`src/rtl/pipe_stage_chain.sv`:
```
// Parametrised chain of pipeline registers (data, control, valid per stage)
// with per-stage hold and flush, automatic bubble insertion below a held
// stage, a popcount of valid stages and a saturating stall-cycle counter.
module pipe_stage_chain #(
  parameter int DATA_W = 32,
  parameter int CTRL_W = 16,
  parameter int STAGES = 4,
  parameter int CNT_W  = 16
) (
  input  logic                          Clk,
  input  logic                          R,
  input  logic                          LE,
  input  logic [STAGES-1:0]             hold,
  input  logic [STAGES-1:0]             flush,
  input  logic [DATA_W-1:0]             D_in,
  input  logic [CTRL_W-1:0]             C_in,
  input  logic                          V_in,
  output logic [DATA_W-1:0]             Q_data,
  output logic [CTRL_W-1:0]             Q_ctrl,
  output logic                          Q_valid,
  output logic [STAGES*DATA_W-1:0]      tap_data,
  output logic [STAGES*CTRL_W-1:0]      tap_ctrl,
  output logic [STAGES-1:0]             tap_valid,
  output logic [$clog2(STAGES+1)-1:0]   occupancy,
  output logic [CNT_W-1:0]              stall_cnt
);

  localparam int OCC_W = $clog2(STAGES+1);

  logic [STAGES-1:0][DATA_W-1:0] data_q, data_d;
  logic [STAGES-1:0][CTRL_W-1:0] ctrl_q, ctrl_d;
  logic [STAGES-1:0]             valid_q, valid_d;
  logic [CNT_W-1:0]              stall_cnt_q, stall_cnt_d;
  logic [OCC_W-1:0]              occ_sum;

  // Next-state of every stage: flush beats hold, a stage below a held one
  // takes a bubble so the retained upstream entry is never duplicated.
  always_comb begin
    data_d  = data_q;
    ctrl_d  = ctrl_q;
    valid_d = valid_q;
    if (LE) begin
      if (flush[0]) begin
        data_d[0]  = '0;
        ctrl_d[0]  = '0;
        valid_d[0] = 1'b0;
      end else if (!hold[0]) begin
        data_d[0]  = D_in;
        ctrl_d[0]  = C_in;
        valid_d[0] = V_in;
      end
      for (int k = 1; k < STAGES; k++) begin
        if (flush[k] || (!hold[k] && hold[k-1])) begin
          data_d[k]  = '0;
          ctrl_d[k]  = '0;
          valid_d[k] = 1'b0;
        end else if (!hold[k]) begin
          data_d[k]  = data_q[k-1];
          ctrl_d[k]  = ctrl_q[k-1];
          valid_d[k] = valid_q[k-1];
        end
      end
    end
  end

  // Stall counter counts enabled cycles with any hold bit set and sticks at
  // its maximum instead of wrapping.
  always_comb begin
    stall_cnt_d = stall_cnt_q;
    if (LE && (|hold) && (stall_cnt_q != {CNT_W{1'b1}})) begin
      stall_cnt_d = stall_cnt_q + 1'b1;
    end
  end

  // Stage registers; reset discards all in-flight contents.
  always_ff @(posedge Clk or negedge R) begin
    if (!R) begin
      data_q  <= '0;
      ctrl_q  <= '0;
      valid_q <= '0;
    end else begin
      data_q  <= data_d;
      ctrl_q  <= ctrl_d;
      valid_q <= valid_d;
    end
  end

  // Stall statistics register, cleared only by reset.
  always_ff @(posedge Clk or negedge R) begin
    if (!R) begin
      stall_cnt_q <= '0;
    end else begin
      stall_cnt_q <= stall_cnt_d;
    end
  end

  // Occupancy is a popcount of the registered valid bits only.
  always_comb begin
    occ_sum = '0;
    for (int k = 0; k < STAGES; k++) begin
      occ_sum = occ_sum + OCC_W'(valid_q[k]);
    end
  end

  assign occupancy = occ_sum;
  assign stall_cnt = stall_cnt_q;
  assign tap_data  = data_q;
  assign tap_ctrl  = ctrl_q;
  assign tap_valid = valid_q;
  assign Q_data    = data_q[STAGES-1];
  assign Q_ctrl    = ctrl_q[STAGES-1];
  assign Q_valid   = valid_q[STAGES-1];

endmodule

```
`config.mk`:
```
export PLATFORM = sky130hd
export DESIGN_NAME = pipe_stage_chain
export DESIGN_NICKNAME = d
export VERILOG_FILES = /design/src/rtl/pipe_stage_chain.sv
export SDC_FILE = /design/constraint.sdc
export NUM_CORES = 1
export LEC_CHECK = 0
export CORE_ASPECT_RATIO = 1.75
export CORE_MARGIN = 4
export CORE_UTILIZATION = 44
export CTS_CLUSTER_DIAMETER = 50
export DETAILED_ROUTE_END_ITERATION = 12
export GPL_TIMING_DRIVEN = 0
export PLACE_DENSITY = 0.8
export SYNTH_ARGS = -nofsm -noshare
export SYNTH_HDL_FRONTEND = slang
export SYNTH_SLANG_ARGS = --single-unit
```
`constraint.sdc`:
```
create_clock -name Clk -period 2.28 [get_ports Clk]
set_input_delay 0.456 -clock Clk [delete_from_list [all_inputs] [get_ports Clk]]
set_output_delay 0.456 -clock Clk [all_outputs]
set_load 0.02 [all_outputs]
```
Word-level counts from Yosys, hierarchy flattened:

Index checks and enable logic that the tools add are counted.

* flip-flop bits (word level): 212
* output and inout port bits: 264
* word-level logic and storage cells: 62

* add/subtract/negate cells: 4
* equal/unequal tests: 5
* mux-type cells: 24
* reduce and logical (&&, ||, !) cells: 16

Operator list (number)
* $mux W32: 8
* $mux W16: 8
* $add A16 B1 Y16 const B: 1
* $ne A16 B16 Y1 const B: 1
* $mux W1: 8
* $ne A2 B1 Y1 const B: 4
* $reduce_and A2 Y1: 4
* $logic_and A1 B1 Y1: 5
* $reduce_or A4 Y1: 1
* $add A2 B1 Y3: 1
* $add A3 B1 Y3: 1
* $logic_not A1 Y1: 3
* $logic_or A1 B1 Y1: 3
* $add A1 B1 Y2: 1

Depth between registers and ports, before layout:

Gate-level depths: netlist of the first run.

* word-level depth: 5
* mapped depth: 6
* gate-level depth less buffers: 5

Worst setup path before layout of the first run:

Ideal clock, no wire load.

* kind: register -> output
* start point: reg valid_q[3], in the netlist tap_valid[3]
* end point: out occupancy[1]
* data arrival time: 1.651 ns
* required time: 1.824 ns
* slack: 0.173 ns
* stages on the path, launching flop included: 6
* buffers on the path: 0
* cell sequence: dfrtp_1 > inv_1 > fa_1 > inv_1 > ha_1 > ha_1

* word-level cells in the longest chain between the ends: 1

Ends and longest elaborated chain
* start, declared: RTL line 32 `logic [STAGES-1:0] valid_q, valid_d;`
* start signal, assigned: RTL line 84 `valid_q <= valid_d;`
* $add A3 B1 Y3: RTL line 101 `occ_sum = occ_sum + OCC_W'(valid_q[k]);`
* end, declared: RTL line 24 `output logic [$clog2(STAGES+1)-1:0] occupancy,`

Every way passes these cells.

Final worst setup path of the first run:

* start point: reg valid_q[1], in the netlist tap_valid[1]
* end point: out occupancy[1]

* word-level cells in the longest chain between the ends: 3

Ends and longest elaborated chain (RTL line)
* $add A1 B1 Y2: 101
* $add A2 B1 Y3: 101
* $add A3 B1 Y3: 101

Every way passes these cells.

==> metrics, run 1 <==
Period Utilization, post-route 109%; average size of a mapped cell 12.5 um^2; Die X 113 um; initial antenna violation count 4; skew final approximately 0.0092 ns; top_reg_cell synth dfrtp_1; Rel. slew slack between 40% and 50%; HP Start tap_ctrl[6]; clock sink count between 200 and 250; synth unique cells 32; die area 21500 um^2; DPL Wire Length 19700 um; chip height 191 um; failing checks negative setup slack; Worst Hold Slack 0.504 ns; DRC 0; DR pass1 iterations 4; GRT Util Overall 24.2%; initial DRC count 234; max cap viols 0; Num CTS Buffers 20; max-slew violations 0; num rows 66; number of synthesized flops with an enable pin 0; startpoint types register; via/cell ratio 5.30; GRT overflow 0; RSZ-0062 raised after global routing yes; Period minus WS final 2.49 ns; Final nets 1089; reg-to-reg slack, setup 0.42 ns; post-synthesis sequential area ratio a little over three fifths; clock-pin slew of the registers on the worst-case setup and hold paths 0.06 ns; crit path DAT 2.03 ns; buffers added on ports about 320; CTS tree built; kind of critical path reg2out; leakage power total roughly 5.7 nW; post-route ant nets 0; outcome finished, violations left; count of final hold-check violations 0; CTS Buffer Depth 3; final setup TNS -0.384 ns; Seq cells post-synth 212; YS warnings 0; htree depth 1; fmax 401 MHz; Placed Instance Area 12000 um^2; Crit. End Element primary output; clk_lat worst skew 0.48 ns; vias in the first global route 7115; Worst-Margin Slew a little under 0.8 ns; CORE AREA about 19000 um^2; Area Growth Syn to Fin 51.5%; Tot Pwr 9.12 mW; I/O pins 324; crit path from tap_valid[1]; first-pass GRT wire length 40900 um; Synth Instances between 600 and 700; Pwr Density between 700 and 800 nW/um^2; Mapped Nets 739; CTS Root Cell clkbuf_16; Vias 6783; PnR worst setup slack -0.211 ns; Total Routed Length 26400 um; Starting Density approximately 45%; Synth Cell Area 8430 um^2; WP data required 1.82 ns; Max VDD drop 0.737 mV; Min-Delay Path Class reg2reg; Final Cell Area 12800 um^2; Post-synth ARST share 100%; worst-path maximum fanout 2; r2r startpoint stall_cnt[0]; WL/cell about 21 um; share of post-route cells with drive strength above 1 11.4%; largest net degree at the start of global routing 119; final setup vio count 3; GP Congestion 0.842
[registers in the layout, summed over array words and instances (netlist names)]
name,flops
stall_cnt,16
tap_data,96
Q_ctrl,16
tap_valid,4
Q_data,32
tap_ctrl,48
[metal layers]
metal  vias up  global-route usage (%)  part of all wire (%)  wire length [um]
met5         -                       0                     0                 0
met4         0                    11.1                   4.8              1260
met3        68                    5.45                   6.5              1710
li1       3081                       -                     -                 -
met1      3368                    27.6                    36              9570
met2       266                    42.8                    53             13900
[logic make-up after synthesis]
family	count (synthesis)	synth area share (%)
AOI/OAI and AO/OA	203	18.9
xor gates and xnor gates	14	1.45
adders and majority gates	4	0.683
buffers and inverters	105	7.07
DFF	212	62.9
muxes	2	0.267
and+or+nand+nor	135	8.73
[final cells by class]
| cell class | count | area (um^2) |
|---|---|---|
| well taps | 238 | 298 |
| clock inverters | 5 | 77.6 |
| clock buffers | 30 | 619 |
| repair buffers | 328 | 3300 |
| flip-flops and latches | 212 | 5310 |
| multi-input cells | 358 | 2560 |
| plain buffers | 94 | 556 |
| diodes | 4 | 10.0 |
| fillers | 1409 | 5980 |
| inverters | 11 | 41.3 |
[power by group]
| group | switching [mW] | leakage (nW) | internal, mW |
|---|---|---|---|
| clock network | 1.38 | 0.342 | 2.10 |
| logic | 0.775 | 2.49 | 0.659 |
| registers | 0.229 | 2.89 | 3.98 |
| total | 2.38 | 5.72 | 6.74 |
[cell usage after synthesis (all sizes together) (2+ instances only)]
master	number	area [um^2]
buf	63	438
xor2	4	35.0
nor2	2	7.51
nand2b	49	307
nand3	4	20.0
mux2	2	22.5
o21ai	55	275
xnor2	10	87.6
nand4	9	62.6
ha	3	37.5
nand2	52	195
nor3	8	50.1
inv	11	41.3
and3	3	18.8
clkbuf	31	116
dfrtp	212	5310
or4	2	18.8
a22o	147	1290
[cells in the final DEF (no fill, tap or decap), types with 6 or more instances in the layout]
master	n
xnor2_1	10
buf_2	14
nand2_1	52
nand2b_1	49
nor3_1	6
dfrtp_1	212
clkbuf_16	21
clkbuf_1	33
inv_1	8
buf_4	52
o21ai_0	51
a22o_1	147
clkdlybuf4s50_1	319
nand4_1	8
clkbuf_8	6
[through the flow]
| stage | utilization [%] | worst slack [ns] | cells |
|---|---|---|---|
| 6_report | 68.1 | -0.211 | 1280 |
| 3_5_place_dp | 64.0 | -0.462 | 1237 |
| 4_1_cts | 68.0 | -0.224 | 1276 |
| 5_1_grt | 68.1 | -0.286 | 1280 |
| 2_1_floorplan | - | 0.173 | 675 |
| 3_3_place_gp | 63.8 | -7.96 | 1236 |
[worst max-delay path: stages, from the launching register on]
cell and delay (ns):
dfrtp_1 0.40, inv_2 0.05, fa_1 0.52, inv_2 0.05, ha_4 0.16, ha_4 0.25
buf_6 0.12
[path summary, 6_finish.rpt]
| check | cells after the start | to |
|---|---|---|
| min in group asynchronous | 2 | Q_ctrl[12] |
| setup / recovery | 6 | occupancy[1] |
| max in group asynchronous | 3 | Q_data[30] |
| hold / removal | 2 | tap_ctrl[6] |
| setup reg to reg | 5 | stall_cnt[1] |
| hold reg to reg | 2 | tap_ctrl[6] |
[repair_timing]
action,CTS,global route
pin swaps,1,1
endpoints found under the setup margin,3,13
endpoints found under the hold margin,3,0
hold buffers,1,0
gates resized for setup,24,4
setup buffers,3,0
Note: power is estimated with default switching activity, not from simulation.
==> run 2: changes to the inputs <==
--- a/config.mk
+++ b/config.mk
@@ -5,13 +5,16 @@
 export SDC_FILE = /design/constraint.sdc
 export NUM_CORES = 1
 export LEC_CHECK = 0
+export CELL_PAD_IN_SITES_DETAIL_PLACEMENT = 1
+export CELL_PAD_IN_SITES_GLOBAL_PLACEMENT = 1
 export CORE_ASPECT_RATIO = 1.75
 export CORE_MARGIN = 4
-export CORE_UTILIZATION = 44
+export CORE_UTILIZATION = 34
 export CTS_CLUSTER_DIAMETER = 50
 export DETAILED_ROUTE_END_ITERATION = 12
 export GPL_TIMING_DRIVEN = 0
 export PLACE_DENSITY = 0.8
+export SETUP_SLACK_MARGIN = 0.15
 export SYNTH_ARGS = -nofsm -noshare
 export SYNTH_HDL_FRONTEND = slang
 export SYNTH_SLANG_ARGS = --single-unit
==> metrics, run 2 (same netlist as run 1, synthesis figures left out) <==
Starting Density 34.4%; buffers added on ports 323; CTS Root Cell clkbuf_16; clk_lat worst skew 0.49 ns; Rel. slew slack 49.5%; num rows 76; CTS tree built; startpoint types register; Worst-Margin Slew 0.757 ns; die area 27500 um^2; vias in the first global route approximately 7500; skew final about 0.0096 ns; Placed Instance Area 12100 um^2; switching part of the total 26.8%; NetSw 2.51 mW; kind of critical path reg2out; final setup vio count 3; max-slew violations 0; leakage power total 5.87 nW; initial antenna violation count 2; count of final hold-check violations 0; outcome finished, violations left; chip height 216 um; Total Routed Length 29500 um; worst-path maximum fanout 2; PnR worst setup slack -0.191 ns; Crit. End Element primary output; I/O pins 324; most common cell after layout, fill and taps aside clkdlybuf4s50_1; initial DRC count 253; Final Cell Area 12900 um^2; Reg2Reg Depth 5; GRT overflow 0; Num CTS Buffers 21; max FFs per register between 90 and 100; GP Congestion between 0.7 and 0.8; Clock Power Share 39.5%; Vias around 7000; placed cells roughly 1300; crit path DAT 2.02 ns; final setup TNS -0.357 ns; Final nets approximately 1100; DRC 0; via/cell ratio 5.04; failing checks negative setup slack; max cap viols 0; final core occ between 50 and 60%; WP data required between 1.5 and 2 ns; WL/cell 21.7 um; Min-Delay Path Class reg2reg; commonest cells after routing, fill and taps aside 308 x clkdlybuf4s50_1, 210 x dfrtp_1, 147 x a22o_1; Period Utilization, post-route 108%; CTS Buffer Depth 3; DR pass1 iterations 4; Filler cells 2611; share of post-route cells with drive strength above 1 12.4%; P_int approximately 6.9 mW; DPL Wire Length 22500 um; largest net degree at the start of global routing 121; Pwr Density 723 nW/um^2; first-pass GRT wire length 45400 um; Worst Hold Slack 0.509 ns; fmax 405 MHz; clock sink count 212; htree depth 1; GRT Util Overall 20.9%; Period minus WS final 2.47 ns; clock-pin slew of the registers on the worst-case setup and hold paths 0.07 ns; Post-Layout Cell Count 1356; CORE AREA 24500 um^2; post-route ant nets 0; Comb pwr share about 16%; Max VDD drop 0.626 mV; Seq pwr share 45.0%; Area Growth Syn to Fin 53.6%; Die X 127 um; RSZ-0062 raised after global routing yes; WHS Path Cells 2
run 2: cell count changes in the layout (fill, tap and decap cells not counted), sizes merged, moves of 3 or more:
cell,delta
clkbuf,-3
dlymetal6s2s,+5
dlygate4sd2,+6
clkdlybuf4s50,-11
run 2: per-layer routing:
layer | up-vias | track usage [%] | wire, um
met5 | - | 0 | 0
met4 | 0 | 7.27 | 973
met3 | 44 | 4.14 | 1670
met2 | 234 | 38.3 | 16100
met1 | 3487 | 24.0 | 10700
li1 | 3069 | - | -
run 2: critical path, cell delays in order, from the launching register on:
cell and delay [ns]:
dfrtp_1 0.36, inv_2 0.05, fa_1 0.55, inv_2 0.05, ha_4 0.16, ha_4 0.25
buf_6 0.11
run 2: final cells by class:
class | count | area, um^2 | area share (%)
plain buffers | 94 | 558 | 4.31
multi-input cells | 358 | 2590 | 20.0
well taps | 312 | 390 | 3.02
diodes | 2 | 5.00 | 0.0387
clock buffers | 26 | 564 | 4.36
inverters | 11 | 41.3 | 0.319
repair buffers | 331 | 3330 | 25.7
flip-flops and latches | 212 | 5310 | 41.0
clock inverters | 10 | 158 | 1.22
run 2: timing repair:
action	CTS	global route
pin swaps	2	1
setup endpoints to repair	30	48
hold endpoints to repair	11	0
gates resized for setup	37	10
setup buffers	3	3
hold buffers	1	0
run 2: stage by stage:
stage	setup WS (ns)	power, mW
floorplan	0.173	4.86
global placement	-8.20	5.68
detailed placement	-0.508	5.72
CTS	-0.213	9.47
global route	-0.248	9.74
finish	-0.191	9.36
run 2: worst paths after layout:
check | slack [ns] | startpoint | to
max reg2reg | 0.43 | stall_cnt[0] | stall_cnt[1]
min | 0.51 | tap_data[11] | tap_data[11]
min reg2reg | 0.51 | tap_data[11] | tap_data[11]
max | -0.19 | tap_valid[1] | occupancy[1]
max in group asynchronous | 0.66 | R | Q_data[7]
min in group asynchronous | 0.55 | R | stall_cnt[11]
run 2: power by group through the flow:
| stage | sequential [mW] | clock [mW] | combinational [mW] |
|---|---|---|---|
| finish | 4.21 | 3.70 | 1.45 |
| global route | 4.25 | 3.93 | 1.56 |
| CTS | 4.21 | 3.79 | 1.47 |
| detailed placement | 4.28 | 0 | 1.45 |
| global placement | 4.27 | 0 | 1.41 |
| floorplan | 4.49 | 0 | 0.370 |
==> run 3: changes to the inputs <==
--- a/config.mk
+++ b/config.mk
@@ -9,11 +9,11 @@
 export CELL_PAD_IN_SITES_GLOBAL_PLACEMENT = 1
 export CORE_ASPECT_RATIO = 1.75
 export CORE_MARGIN = 4
-export CORE_UTILIZATION = 34
+export CORE_UTILIZATION = 31
 export CTS_CLUSTER_DIAMETER = 50
 export DETAILED_ROUTE_END_ITERATION = 12
 export GPL_TIMING_DRIVEN = 0
-export PLACE_DENSITY = 0.8
+export PLACE_DENSITY = 0.77
 export SETUP_SLACK_MARGIN = 0.15
 export SYNTH_ARGS = -nofsm -noshare
 export SYNTH_HDL_FRONTEND = slang
==> constraint.sdc (replaced) <==
create_clock -name Clk -period 2.2 [get_ports Clk]
set_input_delay 0.44 -clock Clk [delete_from_list [all_inputs] [get_ports Clk]]
set_output_delay 0.44 -clock Clk [all_outputs]
set_load 0.02 [all_outputs]
==> metrics, run 3 (same netlist as run 1, synthesis figures left out) <==
outcome finished, violations left; failing checks negative hold slack, negative setup slack; leakage power total 6.39 nW; count of final hold-check violations 22; CTS tree built; Period Utilization, post-route 113%; via/cell ratio approximately 5.0; GR Layer Usage met2 37.4%; CORE AREA ~27000 um^2; share of post-route cells with drive strength above 1 12.3%; Worst-Margin Slew 0.823 ns; Register Area 5310 um^2; RSZ-0062 raised after global routing yes; Reg2Reg Depth 5; NetSw 2.61 mW; max FFs per register 96; grt peak-use layer met2; placed cells around 1300; initial antenna violation count 3; Vias 6834; Area Growth Syn to Fin 53.7%; num rows between 70 and 80; WL/cell 21.6 um; post-route ant nets 0; P_int 7.13 mW; crit path DAT 2.06 ns; Clock Power Share between 40% and 50%; Final Cell Area 13000 um^2; Num CTS Buffers 22; die area around 30000 um^2; fmax 401 MHz; clock sink count between 200 and 250; Total Routed Length 29600 um; worst-path maximum fanout 2; GP Congestion 0.797; Pwr Density about 750 nW/um^2; Crit. End Element primary output; Seq pwr share approximately 45%; Post-Layout Cell Count 1368; I/O pins 324; Starting Density a little under a third; skew final 0.00574 ns; startpoint types register; PnR worst setup slack -0.295 ns; GRT Util Overall 19.3%; largest net degree at the start of global routing between 100 and 150; multi-input logic area 2600 um^2; Filler cells 2783; Placed Instance Area 12100 um^2; met1 Usage GRT just over 20%; Min-Delay Path Class in2async; chip height 226 um; vias in the first global route between 7000 and 8000; Final nets between 1000 and 1500; DR pass1 iterations 4; final setup TNS -0.660 ns; most common cell after layout, fill and taps aside clkdlybuf4s50_1; max-slew violations 0; Max VDD drop roughly 0.64 mV; initial DRC count 249; Worst Hold Slack -0.0228 ns; switching part of the total 26.8%; CTS Buffer Depth 3; Die X 133 um; met3 usage under 10%; Period minus WS final roughly 2.5 ns; max cap viols 0; clock-pin slew of the registers on the worst-case setup and hold paths roughly 0.060 ns; htree depth 1; WP data required 1.76 ns; Comb pwr share 15.0%; Rel. slew slack between 40% and 50%; clk_lat worst skew 0.50 ns; kind of critical path reg2out; DPL Wire Length 22800 um; CTS Root Cell clkbuf_16; buffers added on ports 323; final setup vio count 3; first-pass GRT wire length 45300 um; GRT overflow 0; DRC 0; commonest cells after routing, fill and taps aside 239 x clkdlybuf4s50_1, 210 x dfrtp_1, 147 x a22o_1
==> run 3: what timing repair did <==
action | in CTS | in global routing
pin swaps | 2 | 2
endpoints found under the setup margin | 116 | 74
setup buffers | 3 | 1
hold endpoints to repair | 0 | 0
hold buffers | 0 | 0
resized for setup | 88 | 28
==> run 3: through the flow <==
step           total power, mW  util (%)  worst slack [ns]
6_report                  9.75      48.6            -0.295
5_1_grt                   10.2      48.6            -0.368
4_1_cts                   9.90      48.2            -0.309
3_5_place_dp              5.95      45.3            -0.551
3_3_place_gp              5.90      45.2             -9.05
2_1_floorplan             5.04         -             0.176
==> run 3: power groups by stage <==
| stage | logic (mW) | registers (mW) | clock network, mW |
|---|---|---|---|
| after floorplan | 0.384 | 4.66 | 0 |
| after global placement | 1.47 | 4.42 | 0 |
| after detailed placement | 1.51 | 4.43 | 0 |
| after CTS | 1.50 | 4.36 | 4.04 |
| after global routing | 1.58 | 4.41 | 4.19 |
| final | 1.47 | 4.36 | 3.92 |
==> run 3: path summary, 6_finish.rpt <==
check | startpoint | to | slack (ns)
max in group asynchronous | R | tap_data[24] | 1.20
max reg2reg | stall_cnt[0] | stall_cnt[11] | 0.34
min | R | tap_ctrl[29] | -0.02
max | tap_valid[3] | occupancy[1] | -0.30
min reg2reg | tap_data[10] | tap_data[10] | 0.51
min in group Clk | D_in[19] | tap_data[19] | 0.50
==> run 3: worst max-delay path: stages (launching register included) <==
cell	delay, ns
dfrtp_2	0.38
inv_2	0.05
fa_1	0.56
inv_2	0.05
ha_4	0.15
ha_4	0.25
buf_6	0.10
==> run 3: routing by layer <==
layer,vias up,wire [um]
met4,0,1020
met2,232,16700
met1,3466,10300
li1,3083,-
met3,53,1560
met5,-,0
==> run 3: area by class of cell <==
| class | instances | share of cell area [%] |
|---|---|---|
| antenna | 3 | 0.0579 |
| buffer | 94 | 4.32 |
| clock buffer | 31 | 4.90 |
| clock inverter | 7 | 0.927 |
| inverter | 11 | 0.319 |
| multi-input combinational | 358 | 20.1 |
| sequential | 212 | 41.0 |
| tap | 324 | 3.13 |
| timing repair buffer | 328 | 25.3 |
